$ cat config.mk
export PLATFORM = sky130hd
export DESIGN_NAME = regbus_arb
export DESIGN_NICKNAME = d
export VERILOG_FILES = /design/src/rtl/regbus_pkg.sv /design/src/rtl/regbus_timer.sv /design/src/rtl/regbus_arb.sv
export SDC_FILE = /design/constraint.sdc
export NUM_CORES = 1
export LEC_CHECK = 0
export CAP_MARGIN = 0
export CORE_AREA = 3 3 109 111
export CTS_CLUSTER_SIZE = 25
export DETAILED_ROUTE_END_ITERATION = 10
export DIE_AREA = 0 0 112 114
export PLACE_DENSITY = 0.79
export SLEW_MARGIN = 20
export SYNTH_ARGS = -nofsm -noshare
export SYNTH_HDL_FRONTEND = slang
export SYNTH_SLANG_ARGS = --single-unit
$ cat constraint.sdc
create_clock -name clk -period 4.5 [get_ports clk]
set_clock_uncertainty 0.1 [all_clocks]
set_input_delay 1.35 -clock clk [delete_from_list [all_inputs] [get_ports clk]]
set_output_delay 1.35 -clock clk [all_outputs]
set_load 0.01 [all_outputs]
$ cat src/rtl/regbus_pkg.sv
// Shared types for the register-bus arbiter: completion codes, FSM encoding, default timeout.
// Pure declarations; no timing or flow-control behaviour of its own.
package regbus_pkg;

  localparam int def_timeout_cyc = 255;

  typedef enum logic [1:0] {
    st_ok      = 2'b00,
    st_nack    = 2'b01,
    st_unknown = 2'b10,
    st_timeout = 2'b11
  } status_t;

  typedef enum logic [1:0] {
    s_idle  = 2'b00,
    s_issue = 2'b01,
    s_wait  = 2'b10,
    s_done  = 2'b11
  } state_t;

  // Simultaneous responses resolve with ack strongest, unknown weakest.
  function automatic status_t resolve_resp(input logic ack, input logic nack, input logic unknown);
    if (ack) return st_ok;
    if (nack) return st_nack;
    if (unknown) return st_unknown;
    return st_unknown;
  endfunction

endpackage

$ cat src/rtl/regbus_timer.sv
// Response watchdog: counts enabled cycles since clear, saturating at LIMIT.
// expired is combinational on the count; no flow control.
module regbus_timer
  import regbus_pkg::*;
#(
  parameter int LIMIT = def_timeout_cyc
) (
  input  logic clk,
  input  logic rst,
  input  logic clr,
  input  logic en,
  output logic expired
);

  localparam int CW = (LIMIT < 2) ? 1 : $clog2(LIMIT + 1);

  logic [CW-1:0] cnt;

  assign expired = (cnt >= CW'(LIMIT));

  always_ff @(posedge clk or posedge rst) begin
    if (rst) begin
      cnt <= '0;
    end else if (clr) begin
      cnt <= '0;
    end else if (en && !expired) begin
      cnt <= cnt + CW'(1);
    end
  end

endmodule

$ cat src/rtl/regbus_arb.sv
// Round-robin arbiter of two level-held requesters onto one register bus, one transaction at a time.
// Strobe one cycle after grant, done one cycle after the first response; losers simply stay held.
module regbus_arb
  import regbus_pkg::*;
#(
  parameter int TIMEOUT_CYC = def_timeout_cyc,
  parameter int ADDR_W      = 16,
  parameter int DATA_W      = 32
) (
  input  logic                clk,
  input  logic                rst,
  input  logic [1:0]          rq_wr,
  input  logic [1:0]          rq_rd,
  input  logic [2*ADDR_W-1:0] rq_addr,
  input  logic [2*DATA_W-1:0] rq_data,
  output logic [1:0]          rq_done,
  output logic [1:0]          rq_status,
  output logic [DATA_W-1:0]   rq_rdata,
  output logic [ADDR_W-1:0]   addr,
  output logic [DATA_W-1:0]   data,
  output logic                wr,
  output logic                rd,
  input  logic [DATA_W-1:0]   rdata,
  input  logic                ack,
  input  logic                nack,
  input  logic                unknown,
  output logic                timeout
);

  state_t  state, state_nxt;
  status_t status;

  logic [1:0] req;
  logic       gnt_sel;
  logic       gnt;
  logic       last_gnt;
  logic       lat_rd;
  logic       sel_both;
  logic       any_resp;
  logic       expired;
  logic       tmr_clr;
  logic       tmr_en;

  assign req      = rq_wr | rq_rd;
  assign any_resp = ack | nack | unknown;
  // With both requesting, the one not granted last wins.
  assign gnt_sel  = (req == 2'b11) ? ~last_gnt : req[1];
  assign sel_both = rq_wr[gnt_sel] & rq_rd[gnt_sel];

  assign rq_status = status;

  regbus_timer #(
    .LIMIT(TIMEOUT_CYC)
  ) u_timer (
    .clk    (clk),
    .rst    (rst),
    .clr    (tmr_clr),
    .en     (tmr_en),
    .expired(expired)
  );

  always_ff @(posedge clk or posedge rst) begin
    if (rst) begin
      state <= s_idle;
    end else begin
      state <= state_nxt;
    end
  end

  always_comb begin
    state_nxt = state;
    case (state)
      s_idle:  if (|req) state_nxt = sel_both ? s_done : s_issue;
      s_issue: state_nxt = any_resp ? s_done : s_wait;
      s_wait:  if (any_resp || expired) state_nxt = s_done;
      s_done:  state_nxt = s_idle;
      default: state_nxt = s_idle;
    endcase
  end

  always_comb begin
    wr      = 1'b0;
    rd      = 1'b0;
    rq_done = 2'b00;
    timeout = 1'b0;
    tmr_clr = 1'b0;
    tmr_en  = 1'b0;
    case (state)
      s_idle:  tmr_clr = 1'b1;
      s_issue: begin
        wr     = ~lat_rd;
        rd     = lat_rd;
        tmr_en = 1'b1;
      end
      s_wait:  tmr_en = 1'b1;
      s_done:  begin
        rq_done[gnt] = 1'b1;
        timeout      = (status == st_timeout);
        tmr_clr      = 1'b1;
      end
      default: tmr_clr = 1'b1;
    endcase
  end

  // Grant latches plus completion status; a response beats an expiring timer in the same cycle.
  always_ff @(posedge clk or posedge rst) begin
    if (rst) begin
      gnt      <= 1'b0;
      last_gnt <= 1'b1;
      lat_rd   <= 1'b0;
      addr     <= '0;
      data     <= '0;
      rq_rdata <= '0;
      status   <= st_ok;
    end else begin
      if (state == s_idle && |req) begin
        gnt      <= gnt_sel;
        last_gnt <= gnt_sel;
        lat_rd   <= rq_rd[gnt_sel];
        addr     <= gnt_sel ? rq_addr[2*ADDR_W-1:ADDR_W] : rq_addr[ADDR_W-1:0];
        data     <= gnt_sel ? rq_data[2*DATA_W-1:DATA_W] : rq_data[DATA_W-1:0];
        if (sel_both) status <= st_unknown;
      end
      if ((state == s_issue || state == s_wait) && any_resp) begin
        status <= resolve_resp(ack, nack, unknown);
        if (ack && lat_rd) rq_rdata <= rdata;
      end else if (state == s_wait && expired) begin
        status <= st_timeout;
      end
    end
  end

endmodule

# Word level (Yosys, flattened, before mapping)
# Cells that the tools add are included.
[word_totals]
word_cells = 87
inputBits = 137
reg_bits = 95
out_inout_bits = 87
[classes]
magnitude_cmp = 4
n_bitwise = 6
add_sub_neg = 1
eq_ne = 7
n_reduce_logical = 19
mux = 41
[op_table]
columns = ["op", "count"]
rows = [
  ["32-bit two-way mux", 1],
  ["2-bit two-way mux", 14],
  ["1-bit two-way mux", 21],
  ["16-bit two-way mux", 1],
  ["8-bit two-way mux", 2],
  ["8-bit by 1-bit adder with 8-bit output, second input constant", 1],
  ["2-bit == test, second input constant", 4],
  ["8-bit >= comparator, second input constant", 1],
  ["2-bit one-hot mux with 4 select lines", 1],
  ["1-bit logical AND", 6],
  ["2-bit AND reduction", 3],
  ["3-bit nonzero test", 2],
  ["2-bit OR reduction", 3],
  ["1-bit by 2-bit < comparator with 1-bit output, second input constant", 2],
  ["2-bit != test, second input constant", 2],
  ["2-bit by 1-bit == test with 1-bit output, second input constant", 1],
  ["2-bit zero test", 1],
  ["1-bit logical OR", 2],
  ["1-bit NOT", 2],
  ["1-bit OR", 2],
  ["2-bit OR", 1],
  ["2-bit nonzero test", 1],
  ["1-bit bitwise AND", 1],
  ["1-bit demux with 1-bit select", 1],
  ["other kinds (2)", 2],
]

# Logic depth before layout (Yosys ltp)
[depth]
ltp_word = 13
ltp_mapped = 7
ltp_nobuf = 6

# Cells and area by module
# From an unflattened synthesis, not the netlist that was laid out.
[hier_totals]
hier_cells = 455
hier_area_um2 = 4560.6
[modules_own_cells]
columns = ["module", "area_each_um2", "n_inst", "cells_each", "seq_area_each_um2"]
rows = [
  ["regbus_arb", 4070.2, 1, 404, 2178.3],
  ["regbus_timer", 490.5, 1, 51, 200.2],
]

# Worst setup path before layout
# OpenSTA, ideal clock, no wires.
[synth_path]
path_type = "input port to flip-flop"
from = "input port rq_rd[0]"
to = "register data[10]"
required_time_ps = 4273
setup_slack_ps = 2056
arrival_ps = 2216
path_buffers = 2
path_stages = 5
setup_time_ps = 127
path_cell_list = "nor4_2 > nand2b_4 > buf_12 > clkbuf_2 > o21ai_0"
[synth_between]
elab_chain_cells = 4
word_cells_on_any_way = 6
cone_classes = "eq/ne: 1; mux: 2; bitwise: 1; reduce/logical: 2"
[synth_lines]
columns = ["element", "line_no", "rtl"]
rows = [
  ["start, declared", "regbus_arb.sv:13", "input logic [1:0] rq_rd,"],
  ["2-bit OR *", "regbus_arb.sv:44", "assign req = rq_wr | rq_rd;"],
  ["2-bit == test", "regbus_arb.sv:47", "assign gnt_sel = (req == 2'b11) ? ~last_gnt : req[1];"],
  ["1-bit two-way mux", "regbus_arb.sv:47", ""],
  ["32-bit two-way mux", "regbus_arb.sv:121", "data <= gnt_sel ? rq_data[2*DATA_W-1:DATA_W] : rq_data[DATA_W-1:0];"],
  ["end signal, assigned", "regbus_arb.sv:121", ""],
  ["end, declared", "regbus_arb.sv:20", "output logic [DATA_W-1:0] data,"],
]
# Every way passes the cells marked *; elsewhere a longest branch is shown, timed or not.
# A chain may end at the register's enable or synchronous reset.

# Worst setup path after layout
[layout_path]
from = "register state[1]"
to = "output port wr"
[layout_between]
elab_chain_cells = 2
[layout_lines]
columns = ["element", "line_no", "rtl"]
rows = [
  ["start, declared", "regbus_arb.sv:30", "state_t state, state_nxt;"],
  ["start signal, assigned", "regbus_arb.sv:64", "state <= s_idle;"],
  ["start signal, assigned", "regbus_arb.sv:66", "state <= state_nxt;"],
  ["2-bit by 1-bit == test with 1-bit output", "regbus_arb.sv:88", "case (state)"],
  ["1-bit two-way mux", "regbus_arb.sv:88", ""],
  ["end, declared", "regbus_arb.sv:21", "output logic wr,"],
]
# Every way passes these cells.

==> run summary <==
Status: finished, final reports clean
Synth cell count leaders: dfrtp_1, nand2_1, o21ai_0
Fmax: 313 MHz
Top FF cell, synth: dfrtp_1
Ratio of cells with drive above 1 in the final layout: 0.0975
Htree depth: 3
Filler Cells Inserted: 901
Register area share after synthesis: 0.550
Synth Cell Area: 4330 µm²
Die X: 112 µm
Cell with the most instances after synthesis: dfrtp_1
I/O Pins: 224
HP Class: register to register
Slew headroom: 0.413
Area occupied by multi-input gates: 1780 µm²
Placement Cell Area: 6640 µm²
CP startpoint kind: register
Gpl congestion: 0.828
Setup TNS Final: 0 ns
Port bufs: 223
Tcrit/Tclk final: 0.711
Max cap viols: 0
Clock Sinks: 95
Worst flop-to-flop path endpoint: addr[2]
Post-synth top area share: 0.544
Die Height: 114 µm
All-Layer GR Usage: 0.179
Final hold vios: 0
CTS clk-pin slew, worst paths: 0.09 ns
FP Rows: 38
First-pass GRT wire length: 18.4 mm
CTS Buf Count: 9
Final setup fails: 0
Gate Count Post-Synth: 372
Vias in the first global route: 3703
Clk buf depth: 2
Largest net degree at the start of global routing: 103
Crit Path Max Fanout: 5
Initial antenna violation count: 0
Area grow syn2layout: 58.5%
CTS root buffer: clkbuf_8
Final nets: 732
Pre-antenna DRT Iters: 5
Placed Cells: 719
Residual DRC count: 0
Final cell count without fillers: 735
Via count: 3520
Area leader, netlist: dfrtp_1
Unique masters post-synth: 43
Worst vdd rail ir drop: 318 µV
Synth area leaders: dfrtp_1, mux2i_1, mux2_2
Overall power: 4.22 mW
Starting Density: 0.397
ANT nets after route: 0
Diode count: 0
Hold_buf cts: 0
Total gr overflow: 0
Reg-to-reg critical path startpoint: state[0]
Synthesized net count: 514
End of the critical path: wr
Final Max Tran Viols: 0
WP data arrival: 1.75 ns
Wire per inst: 15.6 µm
TritonCTS clock tree: built
Setup slack, reg-to-reg: 2.45 ns
Asr flop ratio synth: 1.00
Flops & latches, synth: 95
Ys Warns: 0
First DRT Iteration DRCs: 140
Clk_lat worst skew: 0.35 ns
CP startpoint: state[1]
Final min period: 3.20 ns
Area of the core: 10900 µm²
Post-route cell area: 6860 µm²
Post-detail-place hpwl: 8.86 mm
Syn Area/Cell: 11.6 µm²
Slew of the pin with the lowest slew margin: 0.880 ns
Via/cell ratio: 4.79
Die area: 12800 µm²
R2r worst-path depth: 4
EDFF count, synth: 0
RSZ-0062 raised after global routing: no
Final wirelength: 11.4 mm
Cell Pwr Density: 615 nW/µm²
Critical Path Sink Type: output port
Post_cts resized: 0
Static Leakage: 2.98 nW
Post-CTS Setup Repair Bufs: 0
CP Data Required Time: 3.05 ns
Kind of critical path: register to output port
FF+latch area: 2380 µm²
Util after Layout: 0.630
-- report_power, final --
part	internal (mW)	switching, mW
sequential	1.27	0.227
clock	0.329	0.289
combinational	1.17	0.930
total	2.77	1.45
-- layout make-up --
cell class	count	area share
clock inverter	5	0.0119
timing repair buffer	226	0.332
clock buffer	11	0.0206
multi-input combinational	253	0.260
tap	140	0.0255
inverter	5	0.00310
sequential	95	0.347
-- worst max-delay path: stages (launching register included) --
cell	delay, ns
dfrtp_1	0.43
inv_1	0.09
ha_1	0.18
nor2b_1	0.14
clkdlybuf4s50_1	0.56
-- metrics by stage --
stage                     worst slack [ns]  hold WS (ns)
after floorplan                      0.575         0.362
after global placement                1.06         0.361
after detailed placement             0.951         0.369
after CTS                             1.26         0.389
after global routing                  1.14         0.422
final                                 1.30         0.381
-- cell usage in the layout (no fill, tap or decap), drive strengths merged, types with 2 or more instances in the layout --
| cell type | Yosys | layout |
|---|---|---|
| a21oi | 8 | 8 |
| a311oi | 2 | 2 |
| a31oi | 2 | 2 |
| and2 | 3 | 3 |
| and3 | 5 | 5 |
| buf | 13 | 3 |
| bufinv | 0 | 2 |
| clkbuf | 6 | 11 |
| clkdlybuf4s50 | 0 | 223 |
| clkinv | 1 | 3 |
| dfrtp | 94 | 94 |
| ha | 5 | 5 |
| inv | 4 | 4 |
| mux2 | 33 | 33 |
| mux2i | 48 | 48 |
| nand2 | 57 | 57 |
| nand3 | 3 | 3 |
| nor2 | 9 | 9 |
| nor2b | 4 | 4 |
| o21ai | 56 | 56 |
| xor2 | 3 | 3 |
-- registers in the layout, indices dropped and copies added, names as in the netlist --
name / cells
data: 32
rq_rdata: 32
addr: 16
u_timer.cnt: 8
rq_status: 2
state: 2
gnt: 1
last_gnt: 1
lat_rd: 1
-- how the worst min path moves through the flow --
stage,from,end,slack (ns),cells after the start
after floorplan,gnt,gnt,0.36,2
after global placement,addr[3],addr[3],0.36,2
after detailed placement,addr[6],addr[6],0.37,2
after CTS,addr[4],addr[4],0.39,2
after global routing,data[7],data[7],0.42,2
final,data[16],data[16],0.38,2
-- routing by layer --
metal	track usage	wire (µm)	vias up
met5	0	0	-
met2	0.318	5750	156
met3	0.0578	1030	18
li1	-	-	1727
met4	0.0689	256	0
met1	0.202	4400	1619
-- cells by family (layout without fill, tap and decap cells) --
logic type	after synthesis	in the layout	share of synthesized area
flip-flops	95	95	0.550
AND/OR/NAND/NOR	88	88	0.0940
multiplexers	81	81	0.197
AO/OA/AOI/OAI	75	75	0.0963
buffers and inverters	24	247	0.0405
adder cells (fa/ha/maj)	5	5	0.0145
XOR/XNOR	4	4	0.00810
No activity file was read; power rests on OpenSTA's default activity.
